===== src/rtl/sq_frame_accum_32.sv =====
// sq_frame_accum_32
//   Sums FRAME_LEN consecutive unsigned samples from the (y+1)^2 stage into
//   one wide frame total. A frame also closes early when flush is asserted
//   while it holds at least one sample, or while a sample is being accepted.
//   A closed frame is held on the output until out_ready is seen. No new
//   samples are accepted while a result is held.
//
// Ports
//   clk        rising-edge clock
//   rst        asynchronous, active-high reset
//   in_valid   in_data is valid
//   in_ready   the block accepts in_data this cycle
//   in_data    unsigned sample, DATA_W bits
//   flush      close the current partial frame
//   out_valid  a frame result is valid
//   out_ready  downstream takes the result
//   out_sum    frame sum, ACC_W bits
//   out_count  number of samples in the emitted frame
//   out_ovf    the accumulation overflowed during the frame
//
// Build option
//   SQ_ACCUM_SATURATE_EN  when defined, the accumulator clamps to 2^ACC_W-1 on
//                         a carry out and stays clamped for the rest of the
//                         frame. When undefined, the sum wraps modulo 2^ACC_W.
//                         out_ovf is sticky for the frame in both builds.

module sq_frame_accum_32 #(
    parameter  int DATA_W    = 32,
    parameter  int ACC_W     = 40,
    parameter  int FRAME_LEN = 4,
    localparam int CNT_W     = $clog2(FRAME_LEN + 1)
) (
    input  logic              clk,
    input  logic              rst,
    input  logic              in_valid,
    output logic              in_ready,
    input  logic [DATA_W-1:0] in_data,
    input  logic              flush,
    output logic              out_valid,
    input  logic              out_ready,
    output logic [ACC_W-1:0]  out_sum,
    output logic [CNT_W-1:0]  out_count,
    output logic              out_ovf
);

    localparam logic [0:0] ST_ACCUM = 1'b0;
    localparam logic [0:0] ST_HOLD  = 1'b1;

    localparam logic [CNT_W-1:0] FRAME_CNT = CNT_W'(FRAME_LEN);

    logic [0:0]       state;
    logic [ACC_W-1:0] acc;
    logic [CNT_W-1:0] cnt;
    logic             ovf;

    logic             accept;
    logic [ACC_W:0]   in_ext;
    logic [ACC_W:0]   sum_ext;
    logic             carry;
    logic [ACC_W-1:0] acc_nxt;
    logic [CNT_W-1:0] cnt_nxt;
    logic             ovf_nxt;
    logic             close;

    assign in_ready = (state == ST_ACCUM);
    assign accept   = in_valid & in_ready;

    // The extension is always at least one bit wide, even when ACC_W == DATA_W.
    assign in_ext  = {{(ACC_W + 1 - DATA_W){1'b0}}, in_data};
    assign sum_ext = {1'b0, acc} + in_ext;
    assign carry   = sum_ext[ACC_W];

    // Values after this cycle's accept. They are also what a closing frame
    // reports, so the last sample is included without an extra cycle.
    always_comb begin
        // NOTE: every output gets a default first so that no path leaves it unassigned (no latch).
        acc_nxt = acc;
        cnt_nxt = cnt;
        ovf_nxt = ovf;
        if (accept) begin
`ifdef SQ_ACCUM_SATURATE_EN
            // Once clamped, any later nonzero sample carries again, so the
            // clamp holds for the rest of the frame without extra state.
            acc_nxt = carry ? '1 : sum_ext[ACC_W-1:0];
`else
            acc_nxt = sum_ext[ACC_W-1:0];
`endif
            cnt_nxt = cnt + CNT_W'(1);
            ovf_nxt = ovf | carry;
        end
    end

    // A flush with an empty frame and no accept is ignored.
    assign close = (state == ST_ACCUM) &&
                   ((accept && (cnt_nxt == FRAME_CNT)) ||
                    (flush && ((cnt != '0) || accept)));

    // NOTE: state registers use non-blocking assignments so every flop samples pre-edge values.
    always_ff @(posedge clk or posedge rst) begin
        if (rst) begin
            state     <= ST_ACCUM;
            acc       <= '0;
            cnt       <= '0;
            ovf       <= 1'b0;
            out_valid <= 1'b0;
            out_sum   <= '0;
            out_count <= '0;
            out_ovf   <= 1'b0;
        end else if (state == ST_ACCUM) begin
            acc <= acc_nxt;
            cnt <= cnt_nxt;
            ovf <= ovf_nxt;
            if (close) begin
                out_sum   <= acc_nxt;
                out_count <= cnt_nxt;
                out_ovf   <= ovf_nxt;
                out_valid <= 1'b1;
                state     <= ST_HOLD;
            end
        end else begin
            // The result registers keep their last values after the
            // handshake. Only the frame state is cleared.
            if (out_ready) begin
                out_valid <= 1'b0;
                acc       <= '0;
                cnt       <= '0;
                ovf       <= 1'b0;
                state     <= ST_ACCUM;
            end
        end
    end

endmodule


===== config.mk =====
export PLATFORM = sky130hd
export DESIGN_NAME = sq_frame_accum_32
export DESIGN_NICKNAME = d
export VERILOG_FILES = /design/src/rtl/sq_frame_accum_32.sv
export SDC_FILE = /design/constraint.sdc
export NUM_CORES = 1
export LEC_CHECK = 0
export BUFFER_PORTS_ARGS = -buffer_cell sky130_fd_sc_hd__buf_2
export CAP_MARGIN = 20
export CORE_AREA = 2 2 108 110
export DETAILED_ROUTE_END_ITERATION = 12
export DIE_AREA = 0 0 110 112
export PLACE_DENSITY_LB_ADDON = 0.25
export SLEW_MARGIN = 20
export SYNTH_ARGS = -nofsm -noshare
export SYNTH_HDL_FRONTEND = slang
export SYNTH_SLANG_ARGS = --single-unit

===== constraint.sdc =====
create_clock -name clk -period 2.55 [get_ports clk]
set_input_delay 0.1275 -clock clk [delete_from_list [all_inputs] [get_ports clk]]
set_output_delay 0.1275 -clock clk [all_outputs]
set_load 0.03 [all_outputs]

# [Word level (Yosys, flattened, before mapping)]
# Index checks and enable logic that the tools add are counted.
[op_classes] n_eq_ne=2 mux=14 n_addsub=2 reduce_logical=9 bitwise_logic=3
[op_table] operator="$mux W40" count=3
[op_table] operator="$add A40 B32 Y41" count=1
[op_table] operator="$mux W3" count=3
[op_table] operator="$mux W1" count=8
[op_table] operator="$reduce_and A2 Y1" count=2
[op_table] operator="$add A3 B1 Y3 const B" count=1
[op_table] operator="$eq A3 B3 Y1 const B" count=1
[op_table] operator="$logic_and A1 B1 Y1" count=3
[op_table] operator="$reduce_bool A3 Y1" count=1
[op_table] operator="$logic_or A1 B1 Y1" count=2
[op_table] operator="$ne A2 B2 Y1 const B" count=1
[op_table] operator="$reduce_bool A2 Y1" count=1
[op_table] operator="$and A1 B1 Y1" count=1
[op_table] operator="$not A1 Y1" count=1
[op_table] operator="$or A1 B1 Y1" count=1
[totals] ff_bits=90 out_inout_bits=46 wordCells=38 inputBits=37

# [Logic depth before layout (Yosys ltp)]
# Gate-level depths: netlist of the first run.
[depth] word_depth=9 depth_mapped=11 mapped_depth_nobuf=10

# [Worst setup path before layout of the first run]
# OpenSTA, ideal clock, no wires.
[synth_path] path_kind="reg-to-reg" start="reg acc[0]" end="reg out_sum[30]" t_required_ns=2.486 slack_ns=-0.215 stages_incl_launch_ff=11 synth_period_minus_slack_ns=2.765 arrival_ns=2.700 setup_time_ns=0.064 n_path_buf=0 cell_sequence="dfrtp_1 > ha_1 > fa_1 > a21o_1 > a311oi_1 > o211ai_2 > a311oi_2 > o21ai_1 > o311a_1 > a31oi_1 > a21o_1"
[synth_between] elab_chain_len=2
[synth_rtl] item="start: declaration" line="52" text="logic [ACC_W-1:0] acc;"
[synth_rtl] item="start signal: assignment" line="110" text="acc <= acc_nxt;"
[synth_rtl] item="$add A40 B32 Y41" line="70" text="assign sum_ext = {1'b0, acc} + in_ext;"
[synth_rtl] item="$mux W40" line="80" text="if (accept) begin"
[synth_rtl] item="end signal: assignment" line="114" text="out_sum <= acc_nxt;"
[synth_rtl] item="end: declaration" line="41" text="output logic [ACC_W-1:0] out_sum,"
# No other way between the ends.
# A chain may end at the register's enable or synchronous reset.

# [Worst setup path after layout of the first run]
[layout_path] start="reg acc[8]" end="reg out_sum[37]"
# The elaborated chain is that of the path after synthesis.

==> results of run 1 <==
final cells by class:
class | instances | share of cell area [%]
well taps | 143 | 2.308
inverters | 20 | 0.9847
repair buffers | 201 | 17.40
multi-input cells | 527 | 46.46
clock buffers | 9 | 2.906
flip-flops and latches | 90 | 29.06
clock inverters | 7 | 0.8878
power by group through the flow:
stage | clock [W] | combinational, W | sequential (W)
final | 0.00136 | 0.00691 | 0.00246
after global routing | 0.00142 | 0.00749 | 0.00253
after CTS | 0.00137 | 0.00622 | 0.00244
after detailed placement | 0 | 0.00593 | 0.00245
after global placement | 0 | 0.00579 | 0.00242
after floorplan | 0 | 0.00327 | 0.00305
worst paths after layout:
path | depth (start not counted) | startpoint | end | slack [ns]
max in group asynchronous | 4 | rst | acc[23] | 1.37
min reg2reg | 2 | out_count[2] | out_count[2] | 0.47
min | 2 | out_ready | cnt[2] | 0.09
min in group asynchronous | 3 | rst | acc[33] | 0.36
max | 10 | acc[8] | out_sum[37] | -0.24
max reg2reg | 10 | acc[8] | out_sum[37] | -0.24
state kept, by name (all words and copies together) (netlist names):
register	count
cnt	3
state	1
out_ovf	1
out_count	3
out_sum	40
out_valid	1
ovf	1
acc	40
per-stage QoR:
step           power, W  hold slack [ns]
2_1_floorplan  0.006324           0.2166
3_3_place_gp   0.008205           0.1926
3_5_place_dp   0.008374           0.2049
4_1_cts         0.01003          0.08100
5_1_grt         0.01144           0.1094
6_report        0.01073          0.08797
synthesized netlist by cell type (4+ instances only):
| master | n | area [um^2] |
|---|---|---|
| o31ai_1 | 5 | 37.54 |
| o21bai_1 | 4 | 30.03 |
| a31oi_1 | 22 | 137.6 |
| a21oi_1 | 61 | 305.3 |
| and3_1 | 4 | 25.02 |
| nand3_1 | 13 | 65.06 |
| o21ai_0 | 41 | 205.2 |
| nor2_1 | 61 | 229.0 |
| nand2b_1 | 4 | 25.02 |
| clkbuf_1 | 25 | 93.84 |
| o22ai_1 | 4 | 25.02 |
| inv_1 | 20 | 75.07 |
| nand4_1 | 8 | 50.05 |
| mux2i_1 | 6 | 60.06 |
| xor2_1 | 15 | 131.4 |
| o211ai_1 | 7 | 52.55 |
| xnor2_1 | 19 | 166.4 |
| or4_1 | 5 | 37.54 |
| nor3_1 | 6 | 30.03 |
| a21o_1 | 12 | 90.09 |
| ha_1 | 34 | 425.4 |
| nand2_1 | 137 | 514.2 |
| dfrtp_1 | 90 | 2252 |
| buf_2 | 4 | 20.02 |
| a22o_1 | 4 | 35.03 |
worst reg2reg max path, delay by kind of cell (launching register included):
kind	cells	cell delay, ns
AND/OR/NAND/NOR	2	0.71
adder cells (fa/ha/maj)	1	0.29
flip-flops	1	0.42
buffers and inverters	2	0.28
AO/OA/AOI/OAI	5	1.00
timing repair:
action / in CTS / in global routing
gates cloned: 1 / 0
hold endpoints to repair: 28 / 0
endpoints found under the setup margin: 36 / 54
hold buffers: 1 / 0
setup buffers: 5 / 19
pin swaps: 14 / 48
gates resized for setup: 20 / 60
logic make-up (layout without fill, tap and decap cells):
kind of cell    Yosys count  count (layout)  share of synthesized area (%)
simple gates            255             255                          19.61
compound gates          195             196                          22.09
flops                    90              90                          39.92
buf+inv                  54             237                          3.948
fa+ha+maj                35              35                          7.895
xor+xnor                 34              34                          5.278
mux                       7               7                          1.264
layer usage:
| layer | part of all wire [%] | track usage [%] | vias to the layer above |
|---|---|---|---|
| met5 | 0 | 0 | - |
| met4 | 2.9 | 11.22 | 0 |
| met3 | 5.6 | 4.391 | 41 |
| met2 | 48 | 44.13 | 210 |
| met1 | 43 | 36.37 | 2773 |
| li1 | - | - | 2732 |
==> results.py, run 1 <==
metrics = {
    "setup_path": {
        "critPathBufInv": 2,
        "critPathSlowestCell": "or4_4",
        "worst_setup_path_start_kind": "flop",
        "cp_data_arrival_time_ns": 3.06,
        "crit_path_end_kind": "flop",
        "crit_path_cell_trace": "ha_4 > buf_6 > nand4_1 > buf_4 > a311oi_4 > o21ai_4 > o21bai_4 > a221oi_4 > or4_4 > a31oi_1",
        "critPathTopFamily": "compound AO/OA/AOI/OAI gates",
        "slowest_delay_ns": 0.56,
        "critPathRequiredTime_ns": 2.83,
        "worstSetupPathType": "reg2reg",
        "crit_fanout": 6,
    },
    "synth": {
        "synth_nets": 742,
        "ys_types": 66,
        "synthCells": 670,
        "yosys_warnings": 0,
        "syn_area_um2": 5642,
        "synth-edff-count": 0,
        "syn_avg_cell_area_um2": 8.420,
        "seq_area_frac_synth_pct": 39.92,
        "synthFlopType": "dfrtp_1",
        "synthArstFlopShare_pct": 100.0,
        "synth-seq-cells": 90,
    },
    "final_layout": {
        "layout_common_cells": "nand2_1, buf_4, dfrtp_1",
        "n_antenna_cell": 0,
        "final_nets": 921,
        "layout_commonest_cell": "nand2_1",
        "post-route-util_pct": 69.37,
        "multi_input_area_um2": 3601,
        "stdcell_count": 997,
        "area.growth.synth_to_final_pct": 37.39,
        "register_area_um2": 2252,
        "final_area_um2": 7751,
        "fill_cells": 834,
        "drive_above_1_share_pct": 33.61,
    },
    "placed_design": {
        "dp_slack_ns": -0.2763,
        "portBuffers": 82,
        "dp_hpwl_um": 11520,
        "dpl_cell_area_um2": 6892,
        "gp_congestion": 0.8969,
        "dp_cells": 958,
    },
    "sta": {
        "setup_viol": 45,
        "tightest_slew_ns": 0.5884,
        "final_max_slew_viol_count": 0,
        "fin_crit_sh_pct": 109.2,
        "fin_worst_skew_ns": 0.006368,
        "slew_headroom_pct": 60.73,
        "tns_ns": -4.376,
        "rsz0062_at_grt": "true",
        "layout_setup_ws_ns": -0.2351,
        "fmax_mhz": 359.1,
        "hold_viol": 0,
        "fin_crit_ns": 2.785,
    },
    "cts": {
        "cts_tree": "done",
        "cts_buffers": 9,
        "cts.clk_slew.worst_paths_ns": 0.07,
        "ctsHtreeMaxLevel": 3,
        "clockBufferDepth": 2,
        "clock_latency_ns": 0.35,
        "cts.sinks": 90,
        "cts_root_buf": "clkbuf_16",
    },
    "routing": {
        "drt_iter0_drc": 354,
        "via_count": 5756,
        "viasPerCell": 5.773,
        "firstDrtPassIters": 5,
        "routedWlPerCell_um": 17.01,
        "drc_errors": 0,
        "ant_nets": 0,
        "wl_um": 16960,
    },
    "floorplan": {
        "start_util_pct": 50.49,
        "die_area_um2": 12320,
        "die_w_um": 110,
        "die_y_um": 112,
        "rows": 39,
        "ioPinCount": 83,
        "core_um2": 11170,
    },
    "grt": {
        "grt_max_degree": 36,
        "grt_pass1_wl_um": 26710,
        "grt_overflow": 0,
        "grtUsageTotal_pct": 27.37,
        "grt_pass1_vias": 5625,
        "grt_antenna_before_repair": 0,
    },
    "power_and_ir_drop": {
        "pwr-share-comb_pct": 64.4,
        "p_sw_w": 0.004972,
        "seq_power_share_pct": 22.9,
        "power_frac_clock_pct": 12.7,
        "peakVddDrop_v": 0.0008093,
        "internal-power_w": 0.005761,
        "leakagePower_nw": 3.732,
        "swShare_pct": 46.33,
        "powerDensity_nw_per_um2": 1385,
    },
    "run_status": {
        "violations": "setup timing",
        "status": "complete, but fails checks",
    },
    "flow_run": {
        "drv_cap": 0,
    },
    "hold_path": {
        "hp-class": "in2reg",
    },
}
Note: power is estimated with default switching activity, not from simulation.
==> run 2, diff against run 1 <==
Settings changed: SETUP_SLACK_MARGIN set to 0.2.
==> results.py, run 2 (synthesis results as in run 1) <==
metrics = {
    "hold_path": {
        "hold_depth": 2,
        "hold_start": "out_ready",
        "hp-class": "in2reg",
        "min_to": "acc[12]",
    },
    "cts": {
        "cts_buffers": 9,
        "cts.clk_slew.worst_paths_ns": 0.07,
        "cts_root_buf": "clkbuf_16",
        "clock_latency_ns": 0.36,
        "cts_tree": "done",
        "cts.sinks": 90,
        "clockBufferDepth": 2,
        "ctsHtreeMaxLevel": 3,
    },
    "final_layout": {
        "final_nets": 928,
        "stdcell_count": 1004,
        "top_regs": "acc x40, out_sum x40",
        "n_antenna_cell": 0,
        "final_area_um2": 8080,
        "fill_cells": 780,
        "layout_common_cells": "nand2_1, buf_4, dfrtp_1",
        "drive_above_1_share_pct": 37.98,
        "area.growth.synth_to_final_pct": 43.22,
        "layout_commonest_cell": "nand2_1",
    },
    "grt": {
        "met2_usage_pct": 49.49,
        "grt_use_met3_pct": 5.386,
        "grt_antenna_before_repair": 0,
        "met1_usage_pct": 36.39,
        "grt_pass1_vias": 6101,
        "grt_max_degree": 54,
        "grtUsageTotal_pct": 29.64,
        "grt_overflow": 0,
        "busiest_layer": "met2",
        "grt_pass1_wl_um": 28610,
    },
    "sta": {
        "worst_hold_slack_ns": 0.05270,
        "final_max_slew_viol_count": 0,
        "slew_headroom_pct": 38.53,
        "fin_crit_sh_pct": 108.9,
        "rsz0062_at_grt": "true",
        "setup_viol": 46,
        "layout_setup_ws_ns": -0.2273,
        "hold_viol": 0,
        "fin_crit_ns": 2.777,
        "fin_worst_skew_ns": 0.01107,
        "fmax_mhz": 360.1,
        "tns_ns": -5.290,
        "tightest_slew_ns": 0.9201,
    },
    "power_and_ir_drop": {
        "leakagePower_nw": 3.802,
        "peakVddDrop_v": 0.0007814,
        "powerDensity_nw_per_um2": 1394,
    },
    "floorplan": {
        "core_um2": 11170,
        "die_w_um": 110,
        "die_area_um2": 12320,
        "die_y_um": 112,
        "rows": 39,
        "ioPinCount": 83,
        "start_util_pct": 50.49,
    },
    "routing": {
        "drt_iter0_drc": 515,
        "drc_errors": 0,
        "routedWlPerCell_um": 18.40,
        "viasPerCell": 5.976,
        "firstDrtPassIters": 8,
        "wl_um": 18480,
        "ant_nets": 0,
        "via_count": 6000,
    },
    "setup_path": {
        "critPathTopFamily": "compound AO/OA/AOI/OAI gates",
        "cp_data_arrival_time_ns": 3.02,
        "critPathSlowestCell": "dfrtp_1",
        "r2r-end": "out_sum[38]",
        "slowest_delay_ns": 0.42,
        "reg2regPathDepth": 11,
        "worst_setup_path_start_kind": "flop",
        "crit_fanout": 7,
        "worstSetupPathType": "reg2reg",
        "crit_path_cell_trace": "ha_4 > fa_2 > a21o_1 > a311oi_4 > o211ai_4 > a31o_4 > a31oi_4 > buf_6 > nor2_4 > xnor2_2 > o21ai_1",
        "ff2ff_setup_slack_ns": -0.23,
        "crit_path_end_kind": "flop",
        "critPathBufInv": 1,
        "critPathRequiredTime_ns": 2.80,
        "r2r-start": "acc[0]",
    },
    "placed_design": {
        "portBuffers": 82,
        "dpl_cell_area_um2": 6919,
        "dp_cells": 950,
        "gp_congestion": 0.9306,
        "dp_hpwl_um": 11880,
    },
    "flow_run": {
        "drv_cap": 0,
    },
    "run_status": {
        "status": "complete, but fails checks",
        "violations": "setup timing",
    },
}
[run 2: area by class of cell]
type                            count  area [um^2]  area share (%)
Clock buffer                        9        225.2           2.787
Clock inverter                      7        52.55          0.6504
Inverter                           20        78.83          0.9755
Multi-Input combinational cell    526         3847           47.62
Sequential cell                    90         2253           27.89
Tap cell                          143        178.9           2.214
Timing Repair Buffer              209         1444           17.87
[run 2: per-stage QoR]
stage / setup WS (ns) / utilization [%] / total power [W]
after CTS: -0.1440 / 69.01 / 0.01047
final: -0.2273 / 72.31 / 0.01127
after detailed placement: -0.1883 / 61.92 / 0.008481
after floorplan: -0.005806 / - / 0.006423
after global placement: -0.1338 / 61.92 / 0.008272
after global routing: -0.3284 / 72.31 / 0.01192
[run 2: worst max-delay path by stage]
stage          cells past startpoint     endpoint   start
6_report                          11  out_sum[38]  acc[0]
5_1_grt                           10  out_sum[26]  acc[0]
4_1_cts                           10  out_sum[30]  acc[0]
3_5_place_dp                      10  out_sum[30]  acc[0]
3_3_place_gp                      10  out_sum[27]  acc[1]
2_1_floorplan                     10  out_sum[30]  acc[0]
[run 2: per-layer routing]
layer / part of all wire [%] / up-vias / wire length, um
met4: 3.3 / 0 / 608
li1: - / 2751 / -
met5: 0 / - / 0
met1: 40 / 2897 / 7373
met3: 6.7 / 58 / 1240
met2: 50 / 294 / 9254
[run 2: what timing repair did]
action | 4_1_cts | 5_1_grt
pin swaps | 54 | 45
hold endpoints to repair | 37 | 0
buffers inserted | 23 | 12
cloned | 1 | 0
hold buffers | 1 | 0
gates resized for setup | 67 | 50
setup endpoints to repair | 55 | 74
[run 2: power by group]
| part | switching (W) | total, W | internal, W |
|---|---|---|---|
| clock network | 0.000613 | 0.00128 | 0.000667 |
| registers | 0.000480 | 0.00252 | 0.00204 |
| logic | 0.00421 | 0.00746 | 0.00325 |
| total | 0.00530 | 0.0113 | 0.00596 |
==> run 3, diff against run 2 <==
Settings changed: RECOVER_POWER set to 100.
==> results.py, run 3 (synthesis results as in run 1) <==
metrics = {
    "floorplan": {
        "start_util_pct": 50.49,
        "ioPinCount": 83,
        "core_um2": 11170,
        "die_y_um": 112,
        "die_area_um2": 12320,
        "die_w_um": 110,
        "rows": 39,
    },
    "final_layout": {
        "fill_cells": 810,
        "area.growth.synth_to_final_pct": 41.49,
        "post-route-util_pct": 71.44,
        "final_nets": 928,
        "layout_common_cells": "nand2_1, buf_4, dfrtp_1",
        "drive_above_1_share_pct": 32.17,
        "layout_commonest_cell": "nand2_1",
        "top_regs": "acc x40, out_sum x40",
        "n_antenna_cell": 0,
        "final_area_um2": 7983,
    },
    "cts": {
        "ctsHtreeMaxLevel": 3,
        "cts_buffers": 9,
        "clock_latency_ns": 0.36,
        "cts.sinks": 90,
        "cts.clk_slew.worst_paths_ns": 0.07,
        "clockBufferDepth": 2,
        "cts_root_buf": "clkbuf_16",
        "cts_tree": "done",
    },
    "routing": {
        "routedWlPerCell_um": 18.41,
        "ant_nets": 0,
        "drt_iter0_drc": 500,
        "firstDrtPassIters": 6,
        "viasPerCell": 6.018,
        "drc_errors": 0,
        "wl_um": 18490,
        "via_count": 6042,
    },
    "sta": {
        "layout_setup_ws_ns": -0.2648,
        "worst_hold_slack_ns": 0.05599,
        "final_max_slew_viol_count": 39,
        "fin_crit_sh_pct": 110.4,
        "tns_ns": -5.488,
        "hold_viol": 0,
        "setup_viol": 46,
        "slew_headroom_pct": -22.30,
        "tightest_slew_ns": 1.824,
        "fmax_mhz": 355.3,
        "rsz0062_at_grt": "true",
        "fin_crit_ns": 2.815,
        "fin_worst_skew_ns": 0.009313,
    },
    "setup_path": {
        "crit_fanout": 4,
        "critPathBufInv": 1,
        "cp-startpoint": "acc[0]",
        "critPathTopFamily": "compound AO/OA/AOI/OAI gates",
        "critPathSlowestCell": "dfrtp_1",
        "ff2ff_setup_slack_ns": -0.26,
        "critPathRequiredTime_ns": 2.83,
        "cp_data_arrival_time_ns": 3.09,
        "crit_path_end_kind": "flop",
        "r2r-end": "out_sum[22]",
        "slowest_delay_ns": 0.41,
        "worstSetupPathType": "reg2reg",
        "path_depth": 11,
        "crit_path_cell_trace": "ha_4 > fa_2 > a21o_1 > a311oi_4 > o211ai_4 > a311oi_2 > o21ai_2 > buf_4 > xnor2_2 > nand2_1 > a21oi_1",
        "worst_setup_path_start_kind": "flop",
        "reg2regPathDepth": 11,
        "r2r-start": "acc[0]",
    },
    "run_status": {
        "violations": "capacitance limit, slew limit, setup timing",
        "status": "complete, but fails checks",
    },
    "hold_path": {
        "hold_start": "out_ready",
        "hp-class": "in2reg",
        "min_to": "acc[12]",
        "hold_depth": 2,
    },
    "placed_design": {
        "dpl_cell_area_um2": 6919,
        "portBuffers": 82,
        "dp_hpwl_um": 11880,
        "gp_congestion": 0.9306,
    },
    "grt": {
        "grt_overflow": 0,
        "grt_pass1_vias": 6101,
        "grt_max_degree": 54,
        "grt_pass1_wl_um": 28610,
        "grt_antenna_before_repair": 0,
        "grtUsageTotal_pct": 29.64,
    },
    "power_and_ir_drop": {
        "powerDensity_nw_per_um2": 1393,
        "leakagePower_nw": 3.652,
        "peakVddDrop_v": 0.0007712,
        "power.total_w": 0.01112,
    },
    "flow_run": {
        "drv_cap": 1,
    },
}
==> run 3: layout make-up <==
| type | instances | area (um^2) | area share (%) |
|---|---|---|---|
| Timing Repair Buffer | 209 | 1358 | 17.01 |
| Inverter | 20 | 76.32 | 0.9561 |
| Clock buffer | 9 | 225.2 | 2.821 |
| Clock inverter | 7 | 52.55 | 0.6583 |
| Sequential cell | 90 | 2253 | 28.23 |
| Multi-Input combinational cell | 526 | 3839 | 48.09 |
| Tap cell | 143 | 178.9 | 2.241 |
==> run 3: what timing repair did <==
action / in CTS / in global routing
hold buffers: 1 / 0
pin swaps: 54 / 45
endpoints found under the hold margin: 37 / 0
buffers inserted: 23 / 12
resized for setup: 67 / 50
gates cloned: 1 / 0
setup endpoints to repair: 55 / 74
==> run 3: through the flow <==
stage	setup slack (ns)	instances
2_1_floorplan	-0.005806	670
3_3_place_gp	-0.1338	950
5_1_grt	-0.3284	1004
3_5_place_dp	-0.1883	950
4_1_cts	-0.1440	991
6_report	-0.2648	1004
==> run 3: report_power, final <==
part / switching, W / internal [W] / leakage, nW
clock: 0.000608 / 0.000667 / 0.130
combinational: 0.00419 / 0.00312 / 2.41
sequential: 0.000487 / 0.00205 / 1.11
==> run 3: routing by layer <==
metal | routed length [um] | global-route usage, % | up-vias
met3 | 1167 | 5.386 | 69
met1 | 7390 | 36.39 | 2942
met4 | 670 | 14.51 | 0
met2 | 9259 | 49.49 | 285
li1 | - | - | 2746
met5 | 0 | 0 | -
==> run 3: worst max path at each step <==
stage,slack (ns),end
2_1_floorplan,-0.006,out_sum[30]
3_3_place_gp,-0.13,out_sum[27]
3_5_place_dp,-0.19,out_sum[30]
4_1_cts,-0.14,out_sum[30]
5_1_grt,-0.33,out_sum[26]
6_report,-0.26,out_sum[22]
==> run 3: worst reg2reg max path: cells and delay by family (launching register included) <==
kind	cells	cell delay, ns
buffers and inverters	1	0.18
adders and majority gates	2	0.52
AOI/OAI and AO/OA	6	1.40
DFF	1	0.41
and+or+nand+nor	1	0.10
xor gates and xnor gates	1	0.13
